<file path="config.mk">
export PLATFORM = sky130hd
export DESIGN_NAME = fir_sample_feeder
export DESIGN_NICKNAME = d
export VERILOG_FILES = /design/src/rtl/fir_pkg.sv /design/src/rtl/fir_sync_fifo.sv /design/src/rtl/fir_sample_feeder.sv
export SDC_FILE = /design/constraint.sdc
export NUM_CORES = 1
export LEC_CHECK = 0
export ABC_AREA = 1
export CORE_UTILIZATION = 40
export CTS_CLUSTER_DIAMETER = 150
export DETAILED_ROUTE_END_ITERATION = 10
export MAX_ROUTING_LAYER = met4
export SLEW_MARGIN = 20
export SYNTH_ARGS = -nofsm -noshare
export SYNTH_HDL_FRONTEND = slang
export SYNTH_HIERARCHICAL = 1
export SYNTH_SLANG_ARGS = --single-unit
</file>
<file path="constraint.sdc">
create_clock -name clk -period 3 [get_ports clk]
set_clock_uncertainty 0.2 [all_clocks]
set_input_delay 0.6 -clock clk [delete_from_list [all_inputs] [get_ports clk]]
set_output_delay 0.6 -clock clk [all_outputs]
set_load 0.02 [all_outputs]
</file>
<file path="src/rtl/fir_pkg.sv">
// Shared definitions for the FIR filter datapath and its input-side sample feeder.
package fir_pkg;

  localparam int FIR_WIDTH  = 16;
  localparam int FIR_LENGTH = 64;

  typedef enum logic [1:0] {
    IDLE  = 2'b00,
    ISSUE = 2'b01,
    WAIT  = 2'b10
  } feeder_state_e;

endpackage

</file>
<file path="src/rtl/fir_sync_fifo.sv">
// Single-clock FIFO with power-of-two depth, free-running wrap pointers and an
// explicit occupancy counter (0..DEPTH inclusive). Head data is read combinationally.
module fir_sync_fifo #(
  parameter int WIDTH = 16,
  parameter int DEPTH = 8
) (
  input  logic                     clk,
  input  logic                     rst,
  input  logic                     push_i,
  input  logic [WIDTH-1:0]         push_data_i,
  input  logic                     pop_i,
  output logic [WIDTH-1:0]         head_o,
  output logic                     full_o,
  output logic                     empty_o,
  output logic [$clog2(DEPTH):0]   fill_o
);

  localparam int AW = $clog2(DEPTH);
  localparam int CW = AW + 1;

  logic [WIDTH-1:0] mem_q [DEPTH];
  logic [AW-1:0]    wr_ptr_q, wr_ptr_d;
  logic [AW-1:0]    rd_ptr_q, rd_ptr_d;
  logic [CW-1:0]    fill_q, fill_d;
  logic             push_ok, pop_ok;

  assign full_o  = (fill_q == CW'(DEPTH));
  assign empty_o = (fill_q == '0);
  assign push_ok = push_i && !full_o;
  assign pop_ok  = pop_i && !empty_o;
  assign head_o  = mem_q[rd_ptr_q];
  assign fill_o  = fill_q;

  always_comb begin
    wr_ptr_d = wr_ptr_q;
    rd_ptr_d = rd_ptr_q;
    fill_d   = fill_q;
    if (push_ok) begin
      wr_ptr_d = wr_ptr_q + AW'(1);
    end
    if (pop_ok) begin
      rd_ptr_d = rd_ptr_q + AW'(1);
    end
    case ({push_ok, pop_ok})
      2'b10:   fill_d = fill_q + CW'(1);
      2'b01:   fill_d = fill_q - CW'(1);
      default: fill_d = fill_q;
    endcase
  end

  always_ff @(posedge clk or posedge rst) begin
    if (rst) begin
      wr_ptr_q <= '0;
      rd_ptr_q <= '0;
      fill_q   <= '0;
    end else begin
      wr_ptr_q <= wr_ptr_d;
      rd_ptr_q <= rd_ptr_d;
      fill_q   <= fill_d;
    end
  end

  // Storage carries no reset; occupancy alone defines which entries are live.
  always_ff @(posedge clk) begin
    if (push_ok) begin
      mem_q[wr_ptr_q] <= push_data_i;
    end
  end

endmodule

</file>
<file path="src/rtl/fir_sample_feeder.sv">
// Buffers an upstream sample stream and issues one sample per filter pass as a
// single-cycle fir_valid pulse. Optional watchdog on the filter handshake: FEEDER_TIMEOUT_EN.
module fir_sample_feeder
  import fir_pkg::*;
#(
  parameter int WIDTH   = FIR_WIDTH,
  parameter int DEPTH   = 8,
  parameter int TIMEOUT = 2 * FIR_LENGTH
) (
  input  logic                   clk,
  input  logic                   rst,
  input  logic [WIDTH-1:0]       s_data,
  input  logic                   s_valid,
  output logic                   s_ready,
  output logic [WIDTH-1:0]       fir_data,
  output logic                   fir_valid,
  input  logic                   fir_done,
  output logic                   busy,
  output logic [$clog2(DEPTH):0] fill,
  output logic                   overflow,
  output logic                   timeout
);

  if (TIMEOUT <= FIR_LENGTH + 4) begin : g_timeout_check
    $error("fir_sample_feeder: TIMEOUT must exceed filter LENGTH + 4");
  end

  feeder_state_e    state_q, state_d;
  logic [WIDTH-1:0] fir_data_q, fir_data_d;
  logic             fir_valid_q, busy_q, overflow_q;
  logic [WIDTH-1:0] head;
  logic             full, empty, push, pop, wd_expire;

  assign s_ready   = !full;
  assign push      = s_valid && !full;
  assign fir_data  = fir_data_q;
  assign fir_valid = fir_valid_q;
  assign busy      = busy_q;
  assign overflow  = overflow_q;

  fir_sync_fifo #(.WIDTH(WIDTH), .DEPTH(DEPTH)) u_fifo (
    .clk         (clk),
    .rst         (rst),
    .push_i      (push),
    .push_data_i (s_data),
    .pop_i       (pop),
    .head_o      (head),
    .full_o      (full),
    .empty_o     (empty),
    .fill_o      (fill)
  );

  always_comb begin
    state_d    = state_q;
    fir_data_d = fir_data_q;
    pop        = 1'b0;
    case (state_q)
      IDLE: begin
        if (!empty) begin
          state_d    = ISSUE;
          fir_data_d = head;
          pop        = 1'b1;
        end else begin
          state_d = IDLE;
        end
      end
      ISSUE: state_d = WAIT;
      WAIT: begin
        // fir_done outranks the watchdog when both land on the same cycle.
        if (fir_done) begin
          if (!empty) begin
            state_d    = ISSUE;
            fir_data_d = head;
            pop        = 1'b1;
          end else begin
            state_d = IDLE;
          end
        end else if (wd_expire) begin
          state_d = IDLE;
        end else begin
          state_d = WAIT;
        end
      end
      default: state_d = IDLE;
    endcase
  end

  always_ff @(posedge clk or posedge rst) begin
    if (rst) begin
      state_q     <= IDLE;
      fir_data_q  <= '0;
      fir_valid_q <= 1'b0;
      busy_q      <= 1'b0;
      overflow_q  <= 1'b0;
    end else begin
      state_q     <= state_d;
      fir_data_q  <= fir_data_d;
      fir_valid_q <= (state_d == ISSUE);
      busy_q      <= (state_d != IDLE);
      overflow_q  <= overflow_q | (s_valid & full);
    end
  end

`ifdef FEEDER_TIMEOUT_EN
  localparam int TW = $clog2(TIMEOUT);

  logic [TW-1:0] wd_cnt_q, wd_cnt_d;
  logic          timeout_q;

  // Counter sits at zero outside WAIT, so every WAIT entry starts a fresh count.
  assign wd_cnt_d  = (state_q == WAIT) ? (wd_cnt_q + TW'(1)) : '0;
  assign wd_expire = (state_q == WAIT) && (wd_cnt_q == TW'(TIMEOUT - 1)) && !fir_done;
  assign timeout   = timeout_q;

  always_ff @(posedge clk or posedge rst) begin
    if (rst) begin
      wd_cnt_q  <= '0;
      timeout_q <= 1'b0;
    end else begin
      wd_cnt_q  <= wd_cnt_d;
      timeout_q <= timeout_q | wd_expire;
    end
  end
`else
  assign wd_expire = 1'b0;
  assign timeout   = 1'b0;
`endif

endmodule

</file>
==> flow_metrics.tcl, run 1 <==
set metrics [dict create \
    finalCriticalPeriod_ps 2670 \
    die_area_um2 17100 \
    cts_resized 0 \
    cp-end-kind "register" \
    synth_nets 629 \
    cts_tree "done" \
    drc_errors 0 \
    relSlewSlack 0.506 \
    io_pins 45 \
    tns_ps 0 \
    htreeDepth 4 \
    drv_cap 0 \
    slew_violations 0 \
    hpwlAfterDp_um 7940 \
    holdPathEnd "fir_data[3]$_DFFE_PP0P_" \
    synth_edf_count 128 \
    rows 46 \
    regToRegSetupSlack_ps 330 \
    drive_gt1_frac 0.0887 \
    port_buffers 43 \
    core_um2 16100 \
    path_max_fanout 17 \
    antenna_cells 0 \
    avgSynthCellArea_um2 11.0 \
    yosysMostFrequentCell "nand2_1" \
    min_path_type "register to register" \
    peakVddDrop_mv 0.471 \
    ys.warnings.count 6 \
    cts.sinks 159 \
    design_area_um2 7860 \
    drtIter0Drc 385 \
    synth-seq-cells 159 \
    synth.distinct_cells 27 \
    path_class "register to register" \
    dieHeight_um 131 \
    drt_wl_total_um 13300 \
    first_pass_iters 4 \
    worstMarginPinSlew_ps 740 \
    hp-start "fir_data[3]$_DFFE_PP0P_" \
    vias 4274 \
    synthDominantCellAreaShare 0.578 \
    syn_to_final_growth_pct 18.2 \
    wl_per_cell_um 15.1 \
    grt_pass1_wl_um 21100 \
    total_power_mw 8.21 \
    synth_commonest_cells "227 x nand2_1, 128 x edfxtp_1, 43 x nor2_1, 41 x o21ai_0, 31 x dfrtp_1" \
    synthTopCellsByArea "edfxtp_1 58%, nand2_1 13%, dfrtp_1 12%" \
    grt_use_total 0.175 \
    cellPowerDensity_nw_per_um2 1050 \
    pre_cts_slack_ps 132 \
    synth_area_um2 6650 \
    syn_inst 603 \
    setup_violations 0 \
    cts_setup_buffers 0 \
    worst_slack_ps 333 \
    final.period_utilization 0.889 \
    fmax_mhz 375 \
    start_kind "register" \
    hold_violations 0 \
    r2r_cells 15 \
    p_leak_nw 3.14 \
    placed_cell_area_um2 7290 \
    grt_setup_unrepaired "false" \
    seq_area_frac_synth 0.695 \
    antenna_found_initial 0 \
    clock_path_buffers 2 \
    r2r_start "u_fifo/fill_o[0]$_DFFE_PP0P_" \
    async_flop_share 0.195 \
    fp.dieW_um 131 \
    place_congestion 0.817 \
    clkTransAtPathRegs_ps 60 \
    critical_path_arrival_ps 2780 \
    overflow 0 \
    cts_made_buffers 17 \
    ys.flop_type "edfxtp_1" \
    grt_start_max_net_pins 42 \
    ctsHoldBuffers 0 \
    fill_cells 1398 \
    start_util 0.414 \
    synth_area_leader_cell "edfxtp_1" \
    vias_per_cell 4.85 \
    cts-root-buf "clkbuf_16" \
    status "completed" \
    reg2reg_to "u_fifo/fill_o[3]$_DFFE_PP0P_" \
    hold_depth 2 \
    insertion_delay_ps 420 \
    fin_nets 678 \
    grt_pass1_vias 4013 \
    antenna_left 0 \
    worst_ep_required_time_ps 3110 \
]
## logic make-up (layout without fill, tap and decap cells)
kind of cell / after synthesis / count (layout) / synth area share
fa+ha+maj: 6 / 6 / 0.0124
flops: 159 / 159 / 0.695
simple gates: 302 / 302 / 0.184
compound gates: 72 / 72 / 0.0546
other cells: 1 / 1 / 0.000564
buf+inv: 56 / 118 / 0.0448
xor+xnor: 7 / 7 / 0.00922
## cells in the final DEF, fill, tap and decap left out
cell             netlist  final
xnor2_1                4      4
or2_2                  2      2
a21oi_1                1      1
clkinv_4               0      1
clkdlybuf4s50_1        0     43
nand4_1               16     16
inv_2                  4      4
nand2_2                6      6
nand2_4                1      1
nand3_4                1      1
conb_1                 1      1
clkbuf_1               9      3
clkbuf_8               0      1
o21bai_1               1      1
nand2_1              227    227
dfrtp_1               31     31
o21ai_1               29     29
clkinv_1               0      1
clkbuf_16              0     17
clkinvlp_4             0      4
inv_1                 22     22
fa_1                   1      1
nand3_1                6      6
ha_1                   5      5
bufinv_16              0      2
edfxtp_1             128    128
o21ai_0               41     41
clkinv_2               0      3
xor2_1                 3      3
buf_4                  6     16
nor2_1                43     43
buf_12                 0      1
## routing by layer
layer / track usage / wire [um] / up-vias
met4: 0.0669 / 202 / 0
li1: - / - / 2113
met1: 0.216 / 6170 / 2052
met5: - / 0 / -
met3: 0.0346 / 525 / 15
met2: 0.284 / 6360 / 94
## critical path, stage by stage, from the launching register on
cell	delay, ps
dfrtp_1	450
nor2_1	170
nand3_1	120
inv_1	80
inv_2	120
nand3_4	110
inv_1	40
nand2_1	130
inv_1	90
ha_1	200
ha_1	330
or2_2	300
nand2_1	60
nand2_1	40
nand3_1	70
nand2_1	40
## stage by stage
step / hold WS (ps) / instances / utilization
2_1_floorplan: 240 / 603 / -
3_3_place_gp: 257 / 849 / 0.454
3_5_place_dp: 259 / 849 / 0.454
4_1_cts: 274 / 881 / 0.489
5_1_grt: 288 / 881 / 0.489
6_report: 268 / 881 / 0.489
## state kept, by name (all words and copies together) (netlist names)
name and cells:
u_fifo/fill_o 4, u_fifo/rd_ptr_q 3, busy 1, fir_valid 1, fir_data 16, overflow 1
state_q 2, u_fifo/wr_ptr_q 3, u_fifo/mem_q 128
## worst max-delay path by stage
| stage | start | endpoint | slack, ps |
|---|---|---|---|
| after CTS | u_fifo/fill_o[0]$_DFFE_PP0P_ | u_fifo/fill_o[3]$_DFFE_PP0P_ | 320 |
| after global routing | u_fifo/fill_o[0]$_DFFE_PP0P_ | u_fifo/fill_o[2]$_DFFE_PP0P_ | 170 |
| after detailed placement | fir_done | u_fifo/fill_o[3]$_DFFE_PP0P_ | 130 |
| final | u_fifo/fill_o[0]$_DFFE_PP0P_ | u_fifo/fill_o[3]$_DFFE_PP0P_ | 330 |
| after global placement | fir_done | u_fifo/fill_o[3]$_DFFE_PP0P_ | 140 |
| after floorplan | u_fifo/fill_o[0]$_DFFE_PP0P_ | u_fifo/fill_o[3]$_DFFE_PP0P_ | 310 |
## power breakdown
part / internal (mW) / total, mW / switching [mW]
registers: 2.86 / 3.06 / 0.194
clock network: 1.24 / 2.04 / 0.804
logic: 1.09 / 3.12 / 2.02
total: 5.19 / 8.21 / 3.02
## final cells by class
class | count | area, um2 | area share
sequential | 159 | 4620 | 0.588
multi-input combinational | 388 | 1730 | 0.221
timing repair buffer | 60 | 571 | 0.0726
clock buffer | 21 | 450 | 0.0573
tap | 216 | 270 | 0.0344
clock inverter | 11 | 118 | 0.0150
inverter | 26 | 97.6 | 0.0124
(Power assumes the default switching activity.)
==> run 2, diff against run 1 <==
--- a/config.mk
+++ b/config.mk
@@ -8,6 +8,7 @@
 export ABC_AREA = 1
 export CORE_UTILIZATION = 40
 export CTS_CLUSTER_DIAMETER = 150
+export CTS_CLUSTER_SIZE = 20
 export DETAILED_ROUTE_END_ITERATION = 10
 export MAX_ROUTING_LAYER = met4
 export SLEW_MARGIN = 20
==> results of run 2 <==
Final layout, timing and power as in run 1 (identical DEF).
